**config.mk**
```make
export PLATFORM = sky130hd
export DESIGN_NAME = pipeline_ctrl
export DESIGN_NICKNAME = d
export VERILOG_FILES = /design/src/rtl/pipeline_ctrl.sv
export SDC_FILE = /design/constraint.sdc
export NUM_CORES = 1
export LEC_CHECK = 0
export BUFFER_PORTS_ARGS = -buffer_cell sky130_fd_sc_hd__buf_4
export CORE_ASPECT_RATIO = 0.5
export CORE_MARGIN = 2
export CORE_UTILIZATION = 49
export CTS_CLUSTER_DIAMETER = 60
export DETAILED_ROUTE_END_ITERATION = 16
export PLACE_DENSITY_LB_ADDON = 0.08
export SETUP_SLACK_MARGIN = 0.4
export SYNTH_ARGS = -nofsm -noshare
export SYNTH_HDL_FRONTEND = slang
export SYNTH_SLANG_ARGS = --single-unit
export TNS_END_PERCENT = 20
```
**constraint.sdc**
```tcl
create_clock -name clk -period 2.7 [get_ports clk]
set_input_delay 0.27 -clock clk [delete_from_list [all_inputs] [get_ports clk]]
set_output_delay 0.27 -clock clk [all_outputs]
set_load 0.01 [all_outputs]
```
**src/rtl/pipeline_ctrl.sv**
```systemverilog
// Hazard unit for a 5-stage pipeline: operand forwarding, load-use stall, branch flush,
// and a data-miss wait FSM with a sticky watchdog and a saturating stall counter.
module pipeline_ctrl (
  input  logic        clk,
  input  logic        rst_n,
  input  logic [4:0]  Rs1D,
  input  logic [4:0]  Rs2D,
  input  logic [4:0]  Rs1E,
  input  logic [4:0]  Rs2E,
  input  logic [4:0]  RdE,
  input  logic [1:0]  ResultSrcE,
  input  logic        PCSrcE,
  input  logic [4:0]  RdM,
  input  logic [4:0]  RdW,
  input  logic        RegWriteM,
  input  logic        RegWriteW,
  input  logic        MissM,
  input  logic        RefillDone,
  output logic        StallF,
  output logic        StallD,
  output logic        StallE,
  output logic        StallM,
  output logic        FlushD,
  output logic        FlushE,
  output logic [1:0]  ForwardAE,
  output logic [1:0]  ForwardBE,
  output logic        MemTimeout,
  output logic [15:0] StallCount
);

  typedef enum logic [1:0] {
    S_RUN         = 2'd0,
    S_MEM_WAIT    = 2'd1,
    S_MEM_RELEASE = 2'd2
  } state_t;

  state_t      r_state;
  logic [7:0]  r_wait_cnt;
  logic        r_timeout;
  logic [15:0] r_stall_cnt;

  logic        w_load_use;
  logic        w_stall_f;
  logic        w_stall_d;
  logic        w_stall_e;
  logic        w_stall_m;
  logic        w_flush_d;
  logic        w_flush_e;

  // M-stage result is newer than W-stage, so it takes priority.
  function automatic logic [1:0] fwd_sel(
    input logic [4:0] rs,
    input logic [4:0] rd_m,
    input logic       we_m,
    input logic [4:0] rd_w,
    input logic       we_w
  );
    logic [1:0] sel;
    sel = 2'b00;
    if (we_m && (rd_m != 5'd0) && (rd_m == rs))
      sel = 2'b10;
    else if (we_w && (rd_w != 5'd0) && (rd_w == rs))
      sel = 2'b01;
    return sel;
  endfunction

  assign ForwardAE = fwd_sel(Rs1E, RdM, RegWriteM, RdW, RegWriteW);
  assign ForwardBE = fwd_sel(Rs2E, RdM, RegWriteM, RdW, RegWriteW);

  assign w_load_use = (ResultSrcE == 2'b01) && (RdE != 5'd0) &&
                      ((RdE == Rs1D) || (RdE == Rs2D));

  // Hazard outputs react in the same cycle as the hazard, so they are decoded from
  // the registered state plus live inputs; a taken branch overrides a load-use stall.
  always_comb begin
    w_stall_f = 1'b0;
    w_stall_d = 1'b0;
    w_stall_e = 1'b0;
    w_stall_m = 1'b0;
    w_flush_d = 1'b0;
    w_flush_e = 1'b0;
    if (rst_n) begin
      if (r_state == S_MEM_WAIT) begin
        w_stall_f = 1'b1;
        w_stall_d = 1'b1;
        w_stall_e = 1'b1;
        w_stall_m = 1'b1;
      end else if (PCSrcE) begin
        w_flush_d = 1'b1;
        w_flush_e = 1'b1;
      end else if (w_load_use) begin
        w_stall_f = 1'b1;
        w_stall_d = 1'b1;
        w_flush_e = 1'b1;
      end
    end
  end

  always_ff @(posedge clk or negedge rst_n) begin
    if (!rst_n) begin
      r_state    <= S_RUN;
      r_wait_cnt <= 8'd0;
      r_timeout  <= 1'b0;
    end else begin
      case (r_state)
        S_RUN: begin
          if (MissM) begin
            r_state    <= S_MEM_WAIT;
            r_wait_cnt <= 8'd0;
          end
        end
        S_MEM_WAIT: begin
          if (r_wait_cnt != 8'hFF)
            r_wait_cnt <= r_wait_cnt + 8'd1;
          // Flag goes up on the same edge the counter lands on 255.
          if (r_wait_cnt == 8'hFE)
            r_timeout <= 1'b1;
          if (RefillDone)
            r_state <= S_MEM_RELEASE;
        end
        S_MEM_RELEASE: r_state <= S_RUN;
        default:       r_state <= S_RUN;
      endcase
    end
  end

  always_ff @(posedge clk or negedge rst_n) begin
    if (!rst_n)
      r_stall_cnt <= 16'd0;
    else if (w_stall_f && (r_stall_cnt != 16'hFFFF))
      r_stall_cnt <= r_stall_cnt + 16'd1;
  end

  assign StallF     = w_stall_f;
  assign StallD     = w_stall_d;
  assign StallE     = w_stall_e;
  assign StallM     = w_stall_m;
  assign FlushD     = w_flush_d;
  assign FlushE     = w_flush_e;
  assign MemTimeout = r_timeout;
  assign StallCount = r_stall_cnt;

endmodule

```
=== Yosys cells after proc, flatten, opt, wreduce, memory -nomap -nowiden ===
Cells that the tools add are included.

* $add $sub $neg: 2
* Eq/ne operators: 14
* Mux-type cells: 22
* Reductions and logical operators: 18

{| class="wikitable"
|+ Operator list
! operator !! count
|-
| 5-bit == test || 6
|-
| 16-bit by 1-bit adder with 16-bit output (second input constant) || 1
|-
| 8-bit two-way mux || 2
|-
| 16-bit inequality test (second input constant) || 1
|-
| 8-bit one-hot mux with 2 select lines || 1
|-
| 5-bit nonzero test || 3
|-
| 1-bit two-way mux || 14
|-
| 1-bit logical AND || 9
|-
| 8-bit by 1-bit adder with 8-bit output (second input constant) || 1
|-
| 8-bit == test (second input constant) || 1
|-
| 2-bit two-way mux || 4
|-
| 8-bit inequality test (second input constant) || 1
|-
| 2-bit by 1-bit == test with 1-bit output (second input constant) || 2
|-
| 2-bit inequality test (second input constant) || 2
|-
| 2-bit one-hot mux with 2 select lines || 1
|-
| 2-bit AND reduction || 2
|-
| 3-bit AND reduction || 1
|-
| 2-bit logical NOT || 1
|-
| 2-bit by 1-bit inequality test with 1-bit output (second input constant) || 1
|-
| 2-bit nonzero test || 1
|-
| 1-bit logical OR || 1
|}

* Register bits after elaboration: 27
* Input bits: 44
* Output and inout bits: 27

=== Depth between registers and ports, before layout ===
* Word-level depth: 8
* Mapped depth: 8
* Depth with buffers taken out: 6

=== Worst setup path before layout ===
OpenSTA, ideal clock, no wires.

* Kind: register to register
* From: reg r_stall_cnt[6] (netlist: StallCount[6])
* To: reg r_stall_cnt[1] (netlist: StallCount[1])
* Setup time: 0.125 ns
* Data arrival time: 1.853 ns
* Data required time: 2.575 ns
* Setup slack: 0.722 ns
* Cell stages (with the launch flop): 8
* Buffers on the path: 1
* Cells stage by stage: dfrtp_1 > and4_1 > and3_4 > and3_1 > and4_1 > buf_2 > nor2_1 > mux2_2

* Longest elaborated chain between the ends: 2

{| class="wikitable"
|+ Ends and longest elaborated chain
! element !! RTL line !! text
|-
| start: declaration || 40 || <nowiki>logic [15:0] r_stall_cnt;</nowiki>
|-
| start signal: assignment || 131 || <nowiki>r_stall_cnt <= r_stall_cnt + 16'd1;</nowiki>
|-
| 16-bit inequality test || 130 || <nowiki>else if (w_stall_f && (r_stall_cnt != 16'hFFFF))</nowiki>
|-
| 1-bit logical AND || 130 ||
|}

Every way passes these cells.
A chain may end at the register's enable or synchronous reset.

=== Final worst setup path ===
* From: in RdE[1]
* To: out StallF

* Longest elaborated chain between the ends: 7

{| class="wikitable"
|+ Ends and longest elaborated chain
! element !! RTL line !! text
|-
| start: declaration || 10 || <nowiki>input logic [4:0] RdE,</nowiki>
|-
| 5-bit == test / 5-bit nonzero test (equally long branches) || 71, 70 ||
|-
| 1-bit logical OR / 1-bit logical AND (equally long branches) || 71, 70 ||
|-
| 1-bit logical AND * || 70 || <nowiki>assign w_load_use = (ResultSrcE == 2'b01) && (RdE != 5'd0) &&</nowiki>
|-
| 1-bit two-way mux * || 91 || <nowiki>end else if (w_load_use) begin</nowiki>
|-
| 1-bit two-way mux * || 88 || <nowiki>end else if (PCSrcE) begin</nowiki>
|-
| 1-bit two-way mux * || 83 || <nowiki>if (r_state == S_MEM_WAIT) begin</nowiki>
|-
| 1-bit two-way mux * || 82 || <nowiki>if (rst_n) begin</nowiki>
|-
| end: declaration || 19 || <nowiki>output logic StallF,</nowiki>
|}

Every way passes the cells marked *; elsewhere a longest branch is shown, timed or not.

==> results.sh <==
export IMPL_critPathRequiredTime_ns=2.43
export IMPL_die_w_um=90.20
export IMPL_synthArstFlopShare_pct=100.0
export IMPL_final_cell_mix="buf_4 (71), xor2_1 (45), dfrtp_1 (27)"
export IMPL_n_antenna_cell=0
export IMPL_ctsRootBufferMaster="clkbuf_8"
export IMPL_grt_max_degree=31
export IMPL_ios=71
export IMPL_die_h_um=47.10
export IMPL_rsz0062_at_grt="no"
export IMPL_regArea_um2=675.6
export IMPL_setup_violations=0
export IMPL_hold_viol=0
export IMPL_firstDrtPassIters=4
export IMPL_crit_arrival_ns=1.82
export IMPL_synth_area_mm2=0.001820
export IMPL_fin_cells=305
export IMPL_tns_ns=0
export IMPL_power_frac_seq_pct=46.9
export IMPL_rows=15
export IMPL_htreeDepth=1
export IMPL_fillers=297
export IMPL_p_sw_mw=0.3761
export IMPL_dpl_hpwl_um=3230
export IMPL_syn_to_final_growth_pct=32.78
export IMPL_gp_congestion=0.8370
export IMPL_start_util_pct=52.15
export IMPL_slew_viol_final=0
export IMPL_fin_skew_ns=0.002445
export IMPL_p_leak_nw=1.240
export IMPL_power_frac_comb_pct=34.4
export IMPL_track_usage_pct=19.92
export IMPL_min_period_ns=2.092
export IMPL_core_region_area_mm2=0.003491
export IMPL_placed_cell_area_mm2=0.002371
export IMPL_outcome="complete, no violations"
export IMPL_worstMarginPinSlew_ns=0.3946
export IMPL_wl_um=4086
export IMPL_syn_nets=232
export IMPL_finalPower_mw=1.160
export IMPL_drt_iter0_drc=87
export IMPL_ys_ff_latch=27
export IMPL_crit_fanout=16
export IMPL_max_freq_ghz=0.4779
export IMPL_yosysSeqAreaShare_pct=37.11
export IMPL_max_vdd_ir_drop_v=0.0006022
export IMPL_switching_share_pct=32.43
export IMPL_clkSlewWorstSetupHoldPaths_ns=0.08
export IMPL_synth_top_area_share_pct=37.11
export IMPL_power_share_clock_pct=18.7
export IMPL_end_kind="output pin"
export IMPL_drc=0
export IMPL_period_share_pct=77.49
export IMPL_nNetsFinal=302
export IMPL_r2r_cells=6
export IMPL_p_per_area_mw_per_mm2=479.8
export IMPL_hp_class="primary input to async pin"
export IMPL_yosysUniqueCellTypes=39
export IMPL_reg2reg_from="StallCount[6]"
export IMPL_clockBufferDepth=2
export IMPL_finalInstanceArea_mm2=0.002417
export IMPL_avgSynthCellArea_um2=9.841
export IMPL_drive_gt1_share_pct=32.28
export IMPL_overflow=0
export IMPL_die_area_mm2=0.004248
export IMPL_routedWlPerCell_um=13.40
export IMPL_r2r_end="StallCount[1]"
export IMPL_power_internal_mw=0.7837
export IMPL_reg2reg_slack_ns=0.61
export IMPL_ant_nets=0
export IMPL_synth_area_leader_cell="dfrtp_1"
export IMPL_cts_tree="done"
export IMPL_multiInputGateArea_mm2=0.001077
export IMPL_synthTopCellsByArea="dfrtp_1 (37%), xor2_1 (22%), nor4_1 (3.1%)"
export IMPL_via_per_inst=5.125
export IMPL_worstSetupPathType="primary input to output pin"
export IMPL_slew_headroom_pct=73.45
export IMPL_dp_cells=301
export IMPL_cts_made_buffers=3
export IMPL_pre_cts_ws_ns=0.4778
export IMPL_clk_insertion_delay_late_ns=0.26
export IMPL_yosys_warnings=0
export IMPL_num_vias=1563
export IMPL_worst_slack_ns=0.6076
export IMPL_max_cap_viol_count=0
export IMPL_syn_instance_count=185
export IMPL_grt_pass1_wl_um=6630
export IMPL_cts_sinks=27
export IMPL_port_buffers=70
export IMPL_synth_main_ff_cell="dfrtp_1"
export IMPL_first_global_vias=1460
export IMPL_grt_antenna_before_repair=0
export IMPL_final_common_cell="buf_4"
export IMPL_synth_edff_count=0
export IMPL_cp_start_kind="primary input"
layout make-up:
| type | instances | share of cell area, % |
|---|---|---|
| clock buffer | 4 | 1.863 |
| inverter | 6 | 0.9317 |
| multi-input combinational | 146 | 44.57 |
| sequential | 27 | 27.95 |
| tap | 51 | 2.640 |
| timing repair buffer | 71 | 22.05 |
how the worst max path moves through the flow:
| stage | start | end | cells after the start | slack [ns] |
|---|---|---|---|---|
| floorplan | StallCount[6] | StallCount[1] | 7 | 0.72 |
| global placement | StallCount[6] | StallCount[1] | 6 | 0.55 |
| detailed placement | StallCount[6] | StallCount[1] | 6 | 0.48 |
| CTS | StallCount[6] | StallCount[1] | 6 | 0.46 |
| global route | StallCount[6] | StallCount[1] | 6 | 0.50 |
| finish | RdE[1] | StallF | 6 | 0.61 |
metal layers:
metal,vias up,part of all wire (%),wire length [um],GRT usage (%)
li1,790,-,-,-
met1,716,46,1871,25.15
met2,55,45,1842,34.59
met3,2,8.6,352,6.902
met4,0,0.47,19,4.615
met5,-,0,0,0
Yosys cell counts, types with 2 or more instances:
cell type and count:
nor3b_1 2, inv_1 6, nor4_1 9, and2_1 2, buf_4 2, o21ai_0 3
and3_1 6, and4_1 3, nand3_1 11, dfrtp_1 27, xnor2_1 6, nand4_1 4
xor2_1 45, or4_1 4, nor3_1 6, nor4_4 2, nand2b_1 3, nor2_1 12
nand2_1 9, ha_1 3, buf_6 2
cells by family (layout without fill, tap and decap cells):
logic type / Yosys count / in the layout / synth area share, %
buf+inv: 12 / 81 / 3.779
xor+xnor: 51 / 51 / 24.54
compound gates: 12 / 12 / 5.567
fa+ha+maj: 3 / 3 / 2.062
flops: 27 / 27 / 37.11
simple gates: 79 / 79 / 26.32
mux: 1 / 1 / 0.6185
flip-flops by register name, indices dropped and copies added, names as in the netlist:
register	cells
StallCount	16
MemTimeout	1
r_wait_cnt	8
r_state	2
power by group through the flow:
stage / clock network (mW) / logic [mW] / registers [mW]
6_report: 0.217 / 0.399 / 0.544
5_1_grt: 0.249 / 0.446 / 0.555
4_1_cts: 0.227 / 0.406 / 0.543
3_5_place_dp: 0 / 0.403 / 0.551
3_3_place_gp: 0 / 0.393 / 0.548
2_1_floorplan: 0 / 0.212 / 0.553
worst max-delay path, stage by stage:
cell and delay [ns]:
buf_4 0.12, or4_2 0.65, nor2_1 0.22, o41a_4 0.32
inv_1 0.08, buf_4 0.15
through the flow:
step,hold WS (ns),util (%)
global placement,0.3169,67.92
detailed placement,0.3155,67.92
CTS,0.02222,69.21
global route,0.02282,69.25
floorplan,-0.02559,-
finish,0.01324,69.25
what timing repair did:
item                       4_1_cts  5_1_grt
hold buffers                     0        0
setup buffers                    0        0
gates resized for setup          0        1
setup endpoints to repair        0        2
Power figures use the tool's default switching activity.
